$ cat config.mk
export PLATFORM = sky130hd
export DESIGN_NAME = nibble_serial_add16
export DESIGN_NICKNAME = d
export VERILOG_FILES = /design/src/rtl/adder_pkg.sv /design/src/rtl/add4.sv /design/src/rtl/nibble_serial_add16.sv
export SDC_FILE = /design/constraint.sdc
export NUM_CORES = 1
export LEC_CHECK = 0
export CAP_MARGIN = 40
export CORE_ASPECT_RATIO = 0.8
export CORE_MARGIN = 5
export CORE_UTILIZATION = 45
export CTS_CLUSTER_DIAMETER = 150
export DETAILED_ROUTE_END_ITERATION = 10
export DONT_BUFFER_PORTS = 1
export PLACE_DENSITY = 0.61
export SLEW_MARGIN = 30
export SYNTH_ARGS = -nofsm -noshare
export SYNTH_HDL_FRONTEND = slang
export SYNTH_SLANG_ARGS = --single-unit
$ cat constraint.sdc
create_clock -name clk -period 3.2 [get_ports clk]
set_clock_uncertainty 0.15 [all_clocks]
set_input_delay 0.8 -clock clk [delete_from_list [all_inputs] [get_ports clk]]
set_output_delay 0.8 -clock clk [all_outputs]
set_load 0.005 [all_outputs]
$ cat src/rtl/adder_pkg.sv
// Shared definitions for the nibble-serial adder.
// Contents:
//   SLICE   - width of the shared carry-lookahead slice (matches add4)
//   state_e - controller states IDLE / RUN / DONE
//   nibbles - derives the number of slice passes for a given operand width
package adder_pkg;

  localparam int SLICE = 4;

  typedef enum logic [1:0] {
    IDLE = 2'd0,
    RUN  = 2'd1,
    DONE = 2'd2
  } state_e;

  function automatic int nibbles(input int width);
    return width / SLICE;
  endfunction

  localparam int NIBBLES = nibbles(16);

endpackage

$ cat src/rtl/add4.sv
// 4-bit carry-lookahead adder slice, purely combinational.
// Ports:
//   a, b   - 4-bit addends
//   c_in   - carry into bit 0
//   s      - 4-bit sum
//   c_out  - carry out of bit 3
module add4 (
  input  logic [3:0] a,
  input  logic [3:0] b,
  input  logic       c_in,
  output logic [3:0] s,
  output logic       c_out
);

  logic [3:0] g;
  logic [3:0] p;
  logic [3:0] c;

  assign g = a & b;
  assign p = a ^ b;

  // Every carry is expanded directly from generate/propagate terms so no
  // ripple chain exists inside the slice.
  assign c[0]  = c_in;
  assign c[1]  = g[0] | (p[0] & c_in);
  assign c[2]  = g[1] | (p[1] & g[0]) | (p[1] & p[0] & c_in);
  assign c[3]  = g[2] | (p[2] & g[1]) | (p[2] & p[1] & g[0]) |
                 (p[2] & p[1] & p[0] & c_in);
  assign c_out = g[3] | (p[3] & g[2]) | (p[3] & p[2] & g[1]) |
                 (p[3] & p[2] & p[1] & g[0]) |
                 (p[3] & p[2] & p[1] & p[0] & c_in);

  assign s = p ^ c;

endmodule

$ cat src/rtl/nibble_serial_add16.sv
// Multi-cycle WIDTH-bit add/subtract unit built around one shared 4-bit
// carry-lookahead slice. One nibble is processed per clock, LSB nibble first;
// the slice carry is registered between nibbles.
// Ports:
//   clk, rst_n           - clock, synchronous active-low reset
//   in_valid / in_ready  - operand handshake (a, b, c_in, sub)
//   out_valid / out_ready- result handshake (sum, c_out, ovf)
//   sub                  - 1: a-b, 0: a+b+c_in (c_in ignored for sub)
//   c_out                - carry out of MSB (for sub, 1 = no borrow)
//   ovf                  - signed two's-complement overflow
//   busy                 - high while in RUN or DONE
module nibble_serial_add16
  import adder_pkg::*;
#(
  parameter int WIDTH = 16
) (
  input  logic             clk,
  input  logic             rst_n,
  input  logic             in_valid,
  output logic             in_ready,
  input  logic [WIDTH-1:0] a,
  input  logic [WIDTH-1:0] b,
  input  logic             c_in,
  input  logic             sub,
  output logic             out_valid,
  input  logic             out_ready,
  output logic [WIDTH-1:0] sum,
  output logic             c_out,
  output logic             ovf,
  output logic             busy
);

  localparam int NIB   = nibbles(WIDTH);
  localparam int CNT_W = (NIB > 1) ? $clog2(NIB) : 1;
  localparam int IDX_W = $clog2(WIDTH);

  state_e             state_q, state_d;
  logic [CNT_W-1:0]   nib_cnt_q, nib_cnt_d;
  logic               carry_q, carry_d;
  logic [WIDTH-1:0]   a_q, a_d;
  logic [WIDTH-1:0]   b_q, b_d;
  logic [WIDTH-1:0]   sum_q, sum_d;
  logic               c_out_q, c_out_d;
  logic               ovf_q, ovf_d;

  logic [IDX_W-1:0]   base;
  logic [SLICE-1:0]   slice_a;
  logic [SLICE-1:0]   slice_b;
  logic [SLICE-1:0]   slice_s;
  logic               slice_co;
  logic               last_nib;

  // Nibble select: the counter picks which SLICE-wide field feeds the slice.
  always_comb begin
    base    = IDX_W'(nib_cnt_q) * IDX_W'(SLICE);
    slice_a = a_q[base +: SLICE];
    slice_b = b_q[base +: SLICE];
  end

  assign last_nib = (nib_cnt_q == CNT_W'(NIB - 1));

  add4 u_add4 (
    .a     (slice_a),
    .b     (slice_b),
    .c_in  (carry_q),
    .s     (slice_s),
    .c_out (slice_co)
  );

  always_comb begin
    state_d   = state_q;
    nib_cnt_d = nib_cnt_q;
    carry_d   = carry_q;
    a_d       = a_q;
    b_d       = b_q;
    sum_d     = sum_q;
    c_out_d   = c_out_q;
    ovf_d     = ovf_q;
    case (state_q)
      IDLE: begin
        if (in_valid) begin
          // Subtraction is a + ~b + 1: invert b once at accept and seed the
          // carry with 1, so the slice only ever adds.
          a_d       = a;
          b_d       = sub ? ~b : b;
          carry_d   = sub ? 1'b1 : c_in;
          nib_cnt_d = '0;
          state_d   = RUN;
        end
      end
      RUN: begin
        sum_d[base +: SLICE] = slice_s;
        carry_d              = slice_co;
        nib_cnt_d            = nib_cnt_q + 1'b1;
        if (last_nib) begin
          c_out_d = slice_co;
          // Overflow: operands (b already inverted for sub) agree in sign
          // but the top result bit does not.
          ovf_d   = (a_q[WIDTH-1] == b_q[WIDTH-1]) &&
                    (slice_s[SLICE-1] != a_q[WIDTH-1]);
          state_d = DONE;
        end
      end
      DONE: begin
        if (out_ready) begin
          state_d = IDLE;
        end
      end
      default: state_d = IDLE;
    endcase
  end

  always_ff @(posedge clk) begin
    if (!rst_n) begin
      state_q   <= IDLE;
      nib_cnt_q <= '0;
      carry_q   <= 1'b0;
      sum_q     <= '0;
      c_out_q   <= 1'b0;
      ovf_q     <= 1'b0;
    end else begin
      state_q   <= state_d;
      nib_cnt_q <= nib_cnt_d;
      carry_q   <= carry_d;
      sum_q     <= sum_d;
      c_out_q   <= c_out_d;
      ovf_q     <= ovf_d;
    end
  end

  // Operand registers are only meaningful after an accept, so they carry no
  // reset.
  always_ff @(posedge clk) begin
    a_q <= a_d;
    b_q <= b_d;
  end

  // in_ready is gated by rst_n so nothing is offered while reset is held.
  assign in_ready  = (state_q == IDLE) && rst_n;
  assign out_valid = (state_q == DONE);
  assign busy      = (state_q == RUN) || (state_q == DONE);
  assign sum       = sum_q;
  assign c_out     = c_out_q;
  assign ovf       = ovf_q;

endmodule

==> results of run 1 <==
routing by layer:
layer  vias to the layer above  part of all wire [%]  routed length [um]  track usage, %
met1                       756                    42                2140            19.0
met4                         0                  0.63                  32            4.04
met3                         5                   5.6                 285            4.84
met5                         -                     0                   0               0
met2                        47                    52                2650            24.9
li1                        704                     -                   -               -
power by group:
group,leakage [nW],switching (mW),internal (mW)
clock,0.0506,0.210,0.203
sequential,0.492,0.0678,0.916
combinational,0.401,0.467,0.308
worst register-to-register path: stages (launching register included):
cell                      delay [ps]
sky130_fd_sc_hd__dfxtp_1         710
sky130_fd_sc_hd__mux4_2          460
sky130_fd_sc_hd__ha_1            350
sky130_fd_sc_hd__a21o_1          200
sky130_fd_sc_hd__a22oi_1         530
sky130_fd_sc_hd__nand3_1         150
sky130_fd_sc_hd__a31oi_1         210
per-stage QoR:
stage / utilization, % / area (sq um) / hold slack, ps / power, mW / cells
final: 49.9 / 2740 / 353 / 2.17 / 271
after detailed placement: 48.0 / 2640 / 344 / 1.78 / 263
after floorplan: - / 2560 / 316 / 1.57 / 190
after global routing: 49.9 / 2740 / 372 / 2.33 / 271
after CTS: 49.9 / 2740 / 358 / 2.20 / 271
after global placement: 48.0 / 2640 / 337 / 1.73 / 263
final cells by class:
cell class,instances,area share [%]
Sequential cell,55,51.8
Inverter,7,0.958
Timing Repair Buffer,3,0.822
Clock buffer,8,3.70
Tap cell,78,3.56
Multi-Input combinational cell,120,39.1
Yosys cell counts, types with 4 or more instances:
cell                       count  area [sq um]
sky130_fd_sc_hd__inv_1         6          22.5
sky130_fd_sc_hd__ha_1         14           175
sky130_fd_sc_hd__nand3_1       6          30.0
sky130_fd_sc_hd__nor2b_1      15          93.8
sky130_fd_sc_hd__a32oi_1       5          43.8
sky130_fd_sc_hd__o21ai_0       8          40.0
sky130_fd_sc_hd__a22oi_1       9          67.6
sky130_fd_sc_hd__nand2_1      11          41.3
sky130_fd_sc_hd__xor2_1       18           158
sky130_fd_sc_hd__edfxtp_1     32           961
sky130_fd_sc_hd__mux4_2        8           180
sky130_fd_sc_hd__clkbuf_1      4          15.0
sky130_fd_sc_hd__dfxtp_1      23           460
flip-flops by register name, indices dropped and copies added, names as in the netlist:
register	count
c_out	1
b_q	16
a_q	16
nib_cnt_q	2
carry_q	1
ovf	1
state_q	2
sum	16
how the worst max path moves through the flow:
| stage | to | depth (start not counted) | slack (ps) | startpoint |
|---|---|---|---|---|
| finish | ovf | 6 | 390 | nib_cnt_q[1] |
| global route | sum[3] | 6 | 140 | nib_cnt_q[1] |
| CTS | ovf | 6 | 350 | nib_cnt_q[1] |
| detailed placement | ovf | 6 | 360 | nib_cnt_q[1] |
| global placement | carry_q | 6 | 500 | nib_cnt_q[1] |
| floorplan | ovf | 7 | 430 | nib_cnt_q[0] |
cell families (layout without fill, tap and decap cells):
family	Yosys count	count (layout)	synth area share (%)
buffers and inverters	15	18	2.49
xor gates and xnor gates	18	18	6.16
muxes	10	10	7.83
DFF	55	55	55.6
AOI/OAI and AO/OA	35	35	9.88
and+or+nand+nor	42	42	10.4
adders and majority gates	15	15	7.63
==> results.cfg, run 1 <==
[finish]
final_cell_mix = 32 x sky130_fd_sc_hd__edfxtp_1, 23 x sky130_fd_sc_hd__dfxtp_1, 18 x sky130_fd_sc_hd__xor2_1, 15 x sky130_fd_sc_hd__nor2b_1, 14 x sky130_fd_sc_hd__ha_1
n_fill_cell = 478
fin_nets = 245
drive_gt1_share_pct = 13.0
final_common_cell = sky130_fd_sc_hd__edfxtp_1
area.growth.synth_to_final_pct = 7.19
area_of_combinational_cells_with_multiple_inputs_sq_mm = 0.00107
sequential_cell_area_sq_mm = 0.00142
diodes = 0

[global_routing]
grt_start_max_net_pins = 33
number_of_global_route_vias_before_repair = 1661
gr-usage-all-layers_pct = 15.0
grt_first_pass_wirelength_um = 8420
number_of_antenna_violations_at_the_first_check_in_global_routing = 0
grt-ovfl-total = 0

[routing]
drcViolationCount = 0
first_pass_iteration_count_of_the_detailed_router = 4
detail_route.wl_per_cell_um = 18.9
wl_um = 5110
dr_total_vias = 1512
avgViaCountPerCell = 5.58
ant_nets = 0
drt-initial-drc-count = 67

[synthesis]
synth-seq-area-share_pct = 55.6
synth-edff-count = 32
mean_instance_size_in_the_synthesized_netlist_sq_um = 13.5
ys_dominant_reg_cell = sky130_fd_sc_hd__edfxtp_1
synth_nets = 243
post_synth_instance_area_sq_mm = 0.00256
synth-seq-cells = 55
yosysUniqueCellTypes = 34
syn-instance-count = 190
synthesis.yosys.warnings = 0
asyncSetResetFlopFracSynth_pct = 0

[power_and_ir_drop]
power.density_cell_area_mw_per_mm2 = 792
ir_worst_vdd_uv = 319
power.static_leakage_nw = 0.943

[timing]
report.final.hold_viol_count = 0
worstMarginPinSlew_ps = 690
achievable-frequency_ghz = 0.355
timing_max_transition_violations_final = 0
rsz0062_at_grt = no
final.setup.tns_ps = 0
layout_setup_ws_ps = 386
setup_viol = 0
period_minus_slack_ps = 2810
maxSlewHeadroom_pct = 54.0
part_of_the_cycle_the_worst_path_needs_pct = 87.9

[setup_path]
timing.setup.critical_path_class = reg -> reg
critical_path_required_ps = 3290
worstRegToRegCells = 6
ff2ff_setup_slack_ps = 390
cp_cell_sequence = mux4_2, ha_1, a21o_1, a22oi_1, nand3_1, a31oi_1
worstReg2RegStart = nib_cnt_q[1]
critPathTopFamily = compound AO/OA/AOI/OAI gates
path_max_fanout = 13
endpoint_kind = flop
setup.worst_path.start_class = flop
crit-reg2reg-capture = ovf
critical-path-slowest-cell = sky130_fd_sc_hd__dfxtp_1
crit_path_largest_cell_delay_ps = 710
critical_path_buf_inv_count = 0
worst_ep_arrival_time_ps = 2900

[cts]
hold_buffers = 0
cts_max_path_buffers = 2
cts_htree_levels = 2
cts.repair.resized = 0
worst_skew_pair.late_latency_ps = 300
clock_sinks = 55
clkTransAtPathRegs_ps = 100
cts_root_buffer = sky130_fd_sc_hd__clkbuf_8
post_cts.repair.setup_buffers = 0
cts_tree = built
cts_inserted_buffers = 5

[floorplanning]
core.rowCount = 24
die_outline_area_sq_mm = 0.00730
design.core.area_sq_mm = 0.00550
ios = 59
die_width_um = 94.3
initial_core_util_pct = 46.5
die_y_um = 77.4

[placed_design]
place.gp.congestion = 0.764
dp.final_hpwl_um = 3850
place_ws_ps = 359
port_buffers = 0

[outcome]
run_status = finished, final reports clean

[min_path]
hold_class = reg -> reg
hold_path.startpoint = sum[14]
hold-path-endpoint = sum[14]
hold-path-cell-count = 2

[job]
max-cap-violations = 0
(Power assumes the default switching activity.)
==> inputs of run 2 (changes only) <==
--- a/config.mk
+++ b/config.mk
@@ -12,7 +12,7 @@
 export CTS_CLUSTER_DIAMETER = 150
 export DETAILED_ROUTE_END_ITERATION = 10
 export DONT_BUFFER_PORTS = 1
-export PLACE_DENSITY = 0.61
+export PLACE_DENSITY = 0.63
 export SLEW_MARGIN = 30
 export SYNTH_ARGS = -nofsm -noshare
 export SYNTH_HDL_FRONTEND = slang
==> constraint.sdc (replaced) <==
create_clock -name clk -period 2.5 [get_ports clk]
set_clock_uncertainty 0.15 [all_clocks]
set_input_delay 0.625 -clock clk [delete_from_list [all_inputs] [get_ports clk]]
set_output_delay 0.625 -clock clk [all_outputs]
set_load 0.005 [all_outputs]
==> run 2 against run 1 <==
Effect of this change:
- first-iteration DRC count is 18% higher
- cell count up 4.4%
- wire length up 1.0%
- via count increased by 2.4%
- sequential power up 29%
- non-clock buffer count up 12
- die area unchanged
- worst hold slack worse by 92 ps
- critical path type unchanged
- critical endpoint unchanged
==> results.cfg, run 2 (synthesized netlist as in run 1, its figures left out) <==
[outcome]
run_status = finished, final reports clean

[power_and_ir_drop]
switching_power_mw = 1.05
power.switching_fraction_pct = 34.5
power_frac_clock_pct = 15.6
power.sequential.fraction_pct = 42.0
power.density_cell_area_mw_per_mm2 = 1040
power.static_leakage_nw = 1.01
internal_power_mw = 1.99
ir_worst_vdd_uv = 429
power.total_mw = 3.03
power.combinational.fraction_pct = 42.4

[floorplanning]
die_outline_area_sq_mm = 0.00730
design.core.area_sq_mm = 0.00550
core.rowCount = 24
ios = 59
die_width_um = 94.3
initial_core_util_pct = 46.5
die_y_um = 77.4

[cts]
clkTransAtPathRegs_ps = 100
cts_root_buffer = sky130_fd_sc_hd__clkbuf_8
cts_max_path_buffers = 2
worst_skew_pair.late_latency_ps = 300
hold_buffers = 0
cts_inserted_buffers = 5
cts_htree_levels = 2
clock_sinks = 55
cts_tree = built

[timing]
part_of_the_cycle_the_worst_path_needs_pct = 99.1
setup_viol = 0
worstMarginPinSlew_ps = 508
achievable-frequency_ghz = 0.404
layout_setup_ws_ps = 22.5
timing_max_transition_violations_final = 0
report.final.hold_viol_count = 0
rsz0062_at_grt = yes
period_minus_slack_ps = 2480
final.setup.tns_ps = 0
maxSlewHeadroom_pct = 65.9

[routing]
detail_route.wl_per_cell_um = 18.2
drt-initial-drc-count = 79
avgViaCountPerCell = 5.47
first_pass_iteration_count_of_the_detailed_router = 4
dr_total_vias = 1549
drcViolationCount = 0
ant_nets = 0
wl_um = 5160

[finish]
final_core_utilization_pct = 53.1
final_common_cell = sky130_fd_sc_hd__edfxtp_1
fin_nets = 257
n_fill_cell = 450
area.growth.synth_to_final_pct = 14.2
diodes = 0
final_cell_mix = 32 x sky130_fd_sc_hd__edfxtp_1, 21 x sky130_fd_sc_hd__dfxtp_1, 17 x sky130_fd_sc_hd__xor2_1, 15 x sky130_fd_sc_hd__nor2b_1, 11 x sky130_fd_sc_hd__nand2_1
drive_gt1_share_pct = 23.4
stdcell_count = 283

[setup_path]
endpoint_kind = flop
path_max_fanout = 7
timing.setup.critical_path_class = reg -> reg
worst_ep_arrival_time_ps = 2550
critical_path_required_ps = 2580
setup.worst_path.start_class = flop
ff2ff_setup_slack_ps = 20

[placed_design]
port_buffers = 0
placed_cells = 270
place.gp.congestion = 0.773
dp.final_hpwl_um = 3880
place_ws_ps = -150

[global_routing]
grt_start_max_net_pins = 33
gr-usage-all-layers_pct = 14.5
grt-ovfl-total = 0
grt_first_pass_wirelength_um = 8260
number_of_global_route_vias_before_repair = 1639
number_of_antenna_violations_at_the_first_check_in_global_routing = 0

[job]
max-cap-violations = 0

[min_path]
hold_class = in -> reg
[run 2: per-stage QoR]
stage	area (sq um)	hold slack (ps)
2_1_floorplan	2570	316
3_3_place_gp	2700	335
3_5_place_dp	2700	339
4_1_cts	2880	255
5_1_grt	2920	243
6_report	2920	262
[run 2: final cells by class]
| cell class | count | area (sq um) | share of cell area (%) |
|---|---|---|---|
| Sequential cell | 55 | 1430 | 48.8 |
| Multi-Input combinational cell | 120 | 1140 | 39.1 |
| Timing Repair Buffer | 15 | 144 | 4.93 |
| Tap cell | 78 | 97.6 | 3.34 |
| Clock buffer | 6 | 72.6 | 2.49 |
| Inverter | 7 | 26.3 | 0.900 |
| Clock inverter | 2 | 11.3 | 0.386 |
[run 2: what timing repair did]
| action | in CTS | in global routing |
|---|---|---|
| pin swaps | 3 | 6 |
| resized for setup | 8 | 8 |
| endpoints found under the setup margin | 13 | 10 |
| setup buffers | 4 | 1 |
[run 2: final timing paths]
check / cells after the start / end / startpoint
max: 6 / ovf / nib_cnt_q[0]
min: 0 / a_q[10] / a[10]
max reg2reg: 6 / ovf / nib_cnt_q[0]
min reg2reg: 2 / sum[6] / sum[6]
[run 2: critical path, stage by stage (launching register included)]
cell	delay [ps]
sky130_fd_sc_hd__dfxtp_4	440
sky130_fd_sc_hd__mux4_2	590
sky130_fd_sc_hd__ha_4	270
sky130_fd_sc_hd__a21o_1	200
sky130_fd_sc_hd__a311o_1	360
sky130_fd_sc_hd__a21o_1	190
sky130_fd_sc_hd__a31oi_1	180
[run 2: power by group through the flow]
| stage | combinational, mW | sequential, mW | clock [mW] |
|---|---|---|---|
| after floorplan | 0.779 | 1.25 | 0 |
| after global placement | 1.03 | 1.29 | 0 |
| after detailed placement | 1.09 | 1.30 | 0 |
| after CTS | 1.22 | 1.28 | 0.484 |
| after global routing | 1.40 | 1.30 | 0.525 |
| final | 1.29 | 1.27 | 0.474 |
[run 2: layer usage]
metal / vias up / global-route usage (%) / wire length, um
met5: - / 0 / 0
met1: 760 / 18.9 / 2300
met4: 0 / 4.91 / 101
met3: 10 / 5.03 / 348
met2: 49 / 22.5 / 2410
li1: 730 / - / -
